==> config.mk <==
export PLATFORM = sky130hd
export DESIGN_NAME = multicycle_alu
export DESIGN_NICKNAME = d
export VERILOG_FILES = /design/src/rtl/alu_pkg.sv /design/src/rtl/alu_shift_add_mul.sv /design/src/rtl/multicycle_alu.sv
export SDC_FILE = /design/constraint.sdc
export NUM_CORES = 1
export LEC_CHECK = 0
export BUFFER_PORTS_ARGS = -buffer_cell sky130_fd_sc_hd__buf_2
export CAP_MARGIN = 20
export CORE_ASPECT_RATIO = 0.9
export CORE_MARGIN = 2
export CORE_UTILIZATION = 55
export DETAILED_ROUTE_END_ITERATION = 10
export PLACE_DENSITY = 0.77
export SLEW_MARGIN = 20
export SYNTH_ARGS = -nofsm -noshare
export SYNTH_HDL_FRONTEND = slang
export SYNTH_SLANG_ARGS = --single-unit
==> constraint.sdc <==
create_clock -name clk -period 4.54 [get_ports clk]
set_clock_uncertainty 0.15 [all_clocks]
set_input_delay 0.681 -clock clk [delete_from_list [all_inputs] [get_ports clk]]
set_output_delay 0.681 -clock clk [all_outputs]
set_load 0.02 [all_outputs]
==> src/rtl/alu_pkg.sv <==
// Opcode and FSM state definitions for the multi-cycle ALU.
// These are shared with the control unit.
package alu_pkg;

    localparam logic [3:0] OP_AND = 4'd0;
    localparam logic [3:0] OP_OR  = 4'd1;
    localparam logic [3:0] OP_NOR = 4'd2;
    localparam logic [3:0] OP_ADD = 4'd3;
    localparam logic [3:0] OP_SUB = 4'd4;
    localparam logic [3:0] OP_XOR = 4'd5;
    localparam logic [3:0] OP_SLT = 4'd6;
    localparam logic [3:0] OP_MUL = 4'd7;

    typedef enum logic [0:0] {
        IDLE    = 1'b0,
        MUL_RUN = 1'b1
    } alu_state_t;

endpackage

==> src/rtl/alu_shift_add_mul.sv <==
// Iterative unsigned shift-add multiplier that processes one multiplier bit per clock.
// `product` is combinational and holds the complete result during the cycle in which `last` is high.
module alu_shift_add_mul #(
    parameter int unsigned WIDTH = 32
) (
    input  logic               clk,
    input  logic               reset,
    input  logic               load,
    input  logic [WIDTH-1:0]   multiplicand,
    input  logic [WIDTH-1:0]   multiplier,
    output logic [2*WIDTH-1:0] product,
    output logic               last
);

    localparam int unsigned CNT_W = $clog2(WIDTH + 1);

    logic [2*WIDTH-1:0] acc;
    logic [2*WIDTH-1:0] mcand;
    logic [2*WIDTH-1:0] acc_next;
    logic [WIDTH-1:0]   mplier;
    logic [CNT_W-1:0]   cnt;
    logic               active;

    // The add for the current step is exposed here, so the caller can capture the final product on the same edge that completes the last step.
    always_comb begin
        acc_next = acc + (mplier[0] ? mcand : '0);
        product  = acc_next;
        last     = active && (cnt == CNT_W'(WIDTH - 1));
    end

    always_ff @(posedge clk or negedge reset) begin
        if (!reset) begin
            acc    <= '0;
            mcand  <= '0;
            mplier <= '0;
            cnt    <= '0;
            active <= 1'b0;
        end else if (load) begin
            acc    <= '0;
            mcand  <= {{WIDTH{1'b0}}, multiplicand};
            mplier <= multiplier;
            cnt    <= '0;
            active <= 1'b1;
        end else if (active) begin
            acc    <= acc_next;
            mcand  <= mcand << 1;
            mplier <= mplier >> 1;
            cnt    <= cnt + CNT_W'(1);
            if (last) begin
                active <= 1'b0;
            end
        end
    end

endmodule

==> src/rtl/multicycle_alu.sv <==
// Registered execute-stage ALU. Single-cycle ops complete one edge after start.
// MUL runs for WIDTH edges and asserts busy while it runs.
module multicycle_alu
    import alu_pkg::*;
#(
    parameter int unsigned WIDTH = 32
) (
    input  logic             clk,
    input  logic             reset,
    input  logic             start,
    input  logic [3:0]       ALUOperation,
    input  logic [WIDTH-1:0] A,
    input  logic [WIDTH-1:0] B,
    output logic             busy,
    output logic             done,
    output logic [WIDTH-1:0] ALUResult,
    output logic [WIDTH-1:0] ResultHi,
    output logic             Zero,
    output logic             Overflow
);

    alu_state_t         state;
    logic [WIDTH-1:0]   sum;
    logic [WIDTH-1:0]   diff;
    logic [WIDTH-1:0]   op_result;
    logic               op_ovf;
    logic               mul_load;
    logic               mul_last;
    logic [2*WIDTH-1:0] mul_product;

    always_comb begin
        sum       = A + B;
        diff      = A - B;
        op_result = '0;
        op_ovf    = 1'b0;
        case (ALUOperation)
            OP_AND: op_result = A & B;
            OP_OR:  op_result = A | B;
            OP_NOR: op_result = ~(A | B);
            OP_XOR: op_result = A ^ B;
            OP_ADD: begin
                op_result = sum;
                op_ovf    = (A[WIDTH-1] == B[WIDTH-1]) && (sum[WIDTH-1] != A[WIDTH-1]);
            end
            OP_SUB: begin
                op_result = diff;
                op_ovf    = (A[WIDTH-1] != B[WIDTH-1]) && (diff[WIDTH-1] != A[WIDTH-1]);
            end
            OP_SLT: op_result = {{(WIDTH-1){1'b0}}, ($signed(A) < $signed(B))};
            default: begin
                op_result = '0;
                op_ovf    = 1'b0;
            end
        endcase
    end

    assign mul_load = (state == IDLE) && start && (ALUOperation == OP_MUL);

    alu_shift_add_mul #(
        .WIDTH(WIDTH)
    ) u_mul (
        .clk         (clk),
        .reset       (reset),
        .load        (mul_load),
        .multiplicand(A),
        .multiplier  (B),
        .product     (mul_product),
        .last        (mul_last)
    );

    always_ff @(posedge clk or negedge reset) begin
        if (!reset) begin
            state     <= IDLE;
            busy      <= 1'b0;
            done      <= 1'b0;
            ALUResult <= '0;
            ResultHi  <= '0;
            Zero      <= 1'b1;
            Overflow  <= 1'b0;
        end else begin
            done <= 1'b0;
            case (state)
                IDLE: begin
                    if (start) begin
                        if (ALUOperation == OP_MUL) begin
                            state <= MUL_RUN;
                            busy  <= 1'b1;
                        end else begin
                            ALUResult <= op_result;
                            ResultHi  <= '0;
                            Zero      <= (op_result == '0);
                            Overflow  <= op_ovf;
                            done      <= 1'b1;
                        end
                    end
                end
                MUL_RUN: begin
                    if (mul_last) begin
                        {ResultHi, ALUResult} <= mul_product;
                        Zero     <= (mul_product[WIDTH-1:0] == '0);
                        Overflow <= 1'b0;
                        busy     <= 1'b0;
                        done     <= 1'b1;
                        state    <= IDLE;
                    end
                end
                default: state <= IDLE;
            endcase
        end
    end

endmodule

==> results of run 1 <==
==> sequential cells by signal, summed over array words and instances (netlist names) <==
signal / count
u_mul.acc: 64
u_mul.mcand: 64
ALUResult: 32
ResultHi: 32
u_mul.mplier: 32
u_mul.cnt: 6
Overflow: 1
Zero: 1
busy: 1
done: 1
state: 1
u_mul.active: 1
==> per-stage QoR <==
step                cells  instance area (µm²)  total power [mW]  TNS, ps
floorplan            2436                19700              8.09        0
detailed placement   3023                21600              10.3     -222
CTS                  3071                22400              12.5        0
global route         3074                22600              13.5     -180
global placement     3023                21600              10.1     -368
finish               3074                22600              12.7        0
==> path summary, 6_finish.rpt <==
check / end / startpoint / slack (ps) / cells after the start
setup / recovery: u_mul.acc[60] / u_mul.mplier[0] / 100 / 14
hold / removal: u_mul.mplier[5] / reset / -30 / 1
setup reg to reg: u_mul.acc[60] / u_mul.mplier[0] / 100 / 14
hold reg to reg: ResultHi[19] / ResultHi[19] / 330 / 2
max in group asynchronous: u_mul.acc[24] / reset / 3060 / 2
min in group clk: u_mul.mplier[8] / B[8] / 200 / 3
==> final cells by class <==
type | instances | share of cell area [%]
clock buffers | 33 | 3.32
clock inverters | 15 | 0.532
inverters | 136 | 2.26
multi-input cells | 1906 | 56.9
flip-flops and latches | 236 | 26.2
well taps | 469 | 2.60
repair buffers | 279 | 8.21
==> cells in the final DEF, fill, tap and decap left out, types with 44 or more instances in the layout <==
cell	instances
nor3_1	44
mux2i_1	138
nand2_1	215
buf_4	131
a21oi_1	184
ha_1	156
dfrtp_1	233
a21o_1	55
nor2_1	240
buf_2	137
nand3_1	61
xnor2_1	46
inv_1	135
o21ai_0	189
and2_1	83
==> power by group <==
| part | internal, mW | switching (mW) |
|---|---|---|
| clock | 1.23 | 0.971 |
| combinational | 2.65 | 4.12 |
| sequential | 3.02 | 0.745 |
==> worst max-delay path: stages, from the launching register on <==
cell and delay, ps:
dfrtp_2 440, buf_6 180, and2_1 180, ha_4 320, and4_4 240, nand4_4 130
or3_4 430, o41ai_4 310, a21oi_2 70, o41a_1 480, o21a_1 230, or4_4 510
a311oi_4 350, mux2i_1 220, nor2_1 70
==> per-layer routing <==
metal  GRT usage (%)  vias up
li1                -     9059
met1            54.0     9546
met2            55.8      951
met3            7.98      157
met4            14.1        0
met5               0        -
==> what timing repair did <==
| action | in CTS | in global routing |
|---|---|---|
| resized for setup | 0 | 21 |
| setup endpoints to repair | 0 | 19 |
| buffers inserted | 0 | 3 |
==> logic make-up after synthesis <==
| group | Yosys count |
|---|---|
| AND/OR/NAND/NOR | 779 |
| AO/OA/AOI/OAI | 748 |
| buffers and inverters | 294 |
| flip-flops | 236 |
| adder cells (fa/ha/maj) | 166 |
| multiplexers | 140 |
| XOR/XNOR | 73 |
==> metrics.txt, run 1 <==
Synth cell types=89; mux cell area share after synthesis=7.12%; XOR/XNOR Fraction of Synth Area=3.24%; placement row count=65; kind of end point of the critical path=register; Detail Route met3 WL=6600 µm; max-cap viol count=0; Starting Density=56.0%; CP Data Arrival Time=4740 ps; count leader, synth=nor2_1; CTS clock-pin slew for the worst setup and hold paths=60 ps; Max Buffers Root-to-Sink=3; GP Congestion=0.950; post-DP HPWL=52,700 µm; main combinational cell family by area after synthesis=compound AO/OA/AOI/OAI gates; Tot GR Track Use=37.7%; final setup margin=97.1 ps; Post-synth ARST share=100%; Util after Layout=64.1%; PD cells=564 mW/mm²; drt first pass iters=8; final hold violation count=4; die area=0.0374 mm²; met2 WL=29,800 µm; Post-synth top cells=nor2_1 (240), dfrtp_1 (235), nand2_1 (216); worst slack at placement=-211 ps; uppermost layer routed=met4; Least-Margin Pin Slew=1150 ps; peak fanout along the critical path=24; Max VDD drop=0.517 mV; Post-synth top flop=dfrtp_1; crit share post-route=97.9%; Die Span Y=184 µm; initial DRC count=2,056; I/O pins=139; Area Growth Syn to Fin=14.4%; Max Fclk=225 MHz; leak pwr=11.0 nW; WL/cell=23.0 µm; GRT Residual Overflow=0; syn_nets=2,673; #FFs+latches synth=236; Final Max Tran Viols=0; average size of a mapped cell=8.09 µm²; area leader, netlist=dfrtp_1; post-synth top area share=29.8%; total clock sinks=236; htree depth=1; clock buffer count from CTS=26; Worst setup SP type=register; Cells after Synth=2,436; layout cells sized above 1=14.5%; Port Buf Inserts=138; wl on met1=31,300 µm; endpoints failing setup=0; first-pass GRT wire length=110,000 µm; hold-fix buffers at CTS=0; vias in the first global route=18,924; Hold Worst Slack=-26.5 ps; Die X=204 µm; Clock Latency Late Sink=580 ps; Yosys warning total=0; FF+latch area=0.00591 mm²; Post-synth EDFFs=0; Multi-input gate area=0.0128 mm²; Core Region=0.0352 mm²; post-synthesis sequential area ratio=30.0%; Worst Hold Class=primary input to asynchronous set/reset pin; Antenna Cells=0; # DRC=0; min Tclk post-route=4440 ps; Filler cells=3,043; largest net degree at the start of global routing=154; CTS tree=yes; ranking of synthesized cells by area=dfrtp_1 (30%), ha_1 (10%), mux2i_1 (7.0%), o21ai_0 (4.8%), a21oi_1 (4.7%); post-synthesis simple-gate area fraction=18.6%; failing checks=hold timing; Worst slew margin=23.4%; compound-cell area share of the yosys netlist=24.7%; vias=19,713; Total Wirelength=70,600 µm; Final ANT Viol Nets=0; Required @ worst endpoint=4830 ps; Adder-Cell Fraction of Synth Area=10.6%; Final #Nets=2,822; Root Buffer=clkbuf_16; critical path type=register to register; antenna violations before repair=0; outcome=complete, but fails checks; Vias/cell=6.41; post-synthesis instance area=0.0197 mm²
(Power assumes the default switching activity.)
==> run 2, diff against run 1 <==
BUFFER_PORTS_ARGS = not set   (was -buffer_cell sky130_fd_sc_hd__buf_2)
DONT_BUFFER_PORTS = 1   (was not set)
PLACE_DENSITY = 0.73   (was 0.77)
==> run 2 against run 1 <==
Combinational power is 12% lower. Sequential share of layout area increased by 1.3 points. Die area unchanged. The run still ends with hold timing left. Via count shrank 4.5%. First-iteration DRC count increased by 0.24%. Sequential cell count is the same. Hold slack got worse by 330 ps. Sequential power increased by 9.3%.
==> metrics.txt, run 2 (synthesized netlist as in run 1, its figures left out) <==
critical path type=register to register; Tot GR Track Use=36.7%; leading cell type in the layout, fill and taps excluded=nor2_1; Starting Density=56.0%; final hold violation count=235; layout cells sized above 1=8.08%; peak fanout along the critical path=7; kind of end point of the critical path=register; antenna violations before repair=0; Max VDD drop=0.407 mV; max-cap viol count=0; I/O pins=139; crit share post-route=97.1%; CP Data Arrival Time=4730 ps; Die Span Y=184 µm; Port Buf Inserts=0; Area Growth Syn to Fin=9.14%; drt first pass iters=5; most frequent cells in the layout=nor2_1 (240), dfrtp_1 (233), nand2_1 (215); # DRC=0; htree depth=1; Antenna Cells=0; leak pwr=10.2 nW; min Tclk post-route=4410 ps; Max Buffers Root-to-Sink=3; placement row count=65; Final #Nets=2,641; Worst slew margin=28.7%; Required @ worst endpoint=4860 ps; Multi-input gate area=0.0128 mm²; outcome=complete, but fails checks; Vias/cell=6.51; Die X=204 µm; vias in the first global route=17,870; Worst setup SP type=register; vias=18,834; GRT Residual Overflow=0; CTS tree=yes; Core Region=0.0352 mm²; Worst Hold Class=primary input to asynchronous set/reset pin; largest net degree at the start of global routing=237; GP Congestion=0.976; biggest regs=u_mul.acc x64, u_mul.mcand x64; Clock Latency Late Sink=580 ps; total clock sinks=236; Root Buffer=clkbuf_16; Final Max Tran Viols=0; FF+latch area=0.00591 mm²; WL/cell=24.0 µm; post-DP HPWL=51,000 µm; initial DRC count=2,061; Util after Layout=61.1%; endpoints failing setup=0; PD cells=579 mW/mm²; R2R cell count=15; Final ANT Viol Nets=0; Filler cells=3,135; Hold Worst Slack=-355 ps; failing checks=hold timing; Least-Margin Pin Slew=1070 ps; die area=0.0374 mm²; first-pass GRT wire length=107,000 µm; Max Fclk=227 MHz; clock buffer count from CTS=28; CTS clock-pin slew for the worst setup and hold paths=60 ps; Total Wirelength=69,400 µm
run 2: cell types whose count changed in the layout (fill, tap and decap cells not counted), moves of 3 or more:
cell	delta
clkbuf_8	-3
buf_4	-38
buf_2	-137
ha_4	-3
buf_12	-5
clkbuf_16	+3
clkinv_4	+4
run 2: metrics by stage:
stage	cells	setup slack, ps	TNS, ps	area, µm²	total power [mW]
5_1_grt	2895	-7.03	-7.03	21500	13.2
4_1_cts	2892	36.9	0	21400	12.3
3_3_place_gp	2840	-20.4	-20.4	20500	9.66
2_1_floorplan	2436	377	0	19700	8.09
3_5_place_dp	2840	-3.41	-3.41	20500	9.83
6_report	2895	130	0	21500	12.5
run 2: path summary, 6_finish.rpt:
kind                            startpoint               end  slack, ps
hold reg to reg              u_mul.acc[39]     u_mul.acc[39]        380
min in group clk                     B[16]  u_mul.mplier[16]         70
hold / removal                       reset  u_mul.mplier[20]       -350
max in group asynchronous            reset      u_mul.active       3860
setup reg to reg           u_mul.mplier[0]     u_mul.acc[60]        130
setup / recovery           u_mul.mplier[0]     u_mul.acc[60]        130
run 2: power breakdown:
group | total (mW) | internal [mW] | switching [mW]
Combinational | 5.96 | 2.37 | 3.59
Clock | 2.39 | 1.38 | 1.02
Sequential | 4.11 | 3.01 | 1.10
Total | 12.5 | 6.76 | 5.70
run 2: timing repair:
action,4_1_cts,5_1_grt
hold endpoints to repair,236,236
endpoints found under the setup margin,0,18
setup buffers,0,2
resized for setup,0,15
run 2: worst max-delay path: stages (launching register included):
cell	delay, ps
dfrtp_2	440
buf_4	160
and2_1	140
ha_1	400
and3_1	240
a221oi_4	100
a211oi_2	310
nor2_1	100
o41ai_2	360
a21oi_2	110
o41a_1	500
o21a_1	230
or4_4	510
a311oi_4	260
mux2i_1	230
nor2_1	60
run 2: cell type report:
| cell class | count | area share, % |
|---|---|---|
| clock inverter | 18 | 0.901 |
| multi-input combinational | 1906 | 59.4 |
| tap | 469 | 2.73 |
| inverter | 136 | 2.37 |
| clock buffer | 34 | 3.55 |
| sequential | 236 | 27.5 |
| timing repair buffer | 96 | 3.55 |
run 2: metal layers:
metal / vias to the layer above / wire length, µm / global-route usage (%)
met3: 122 / 6560 / 7.80
met1: 9130 / 31200 / 52.9
met5: - / 0 / 0
li1: 8708 / - / -
met2: 874 / 29300 / 54.9
met4: 0 / 2290 / 11.2
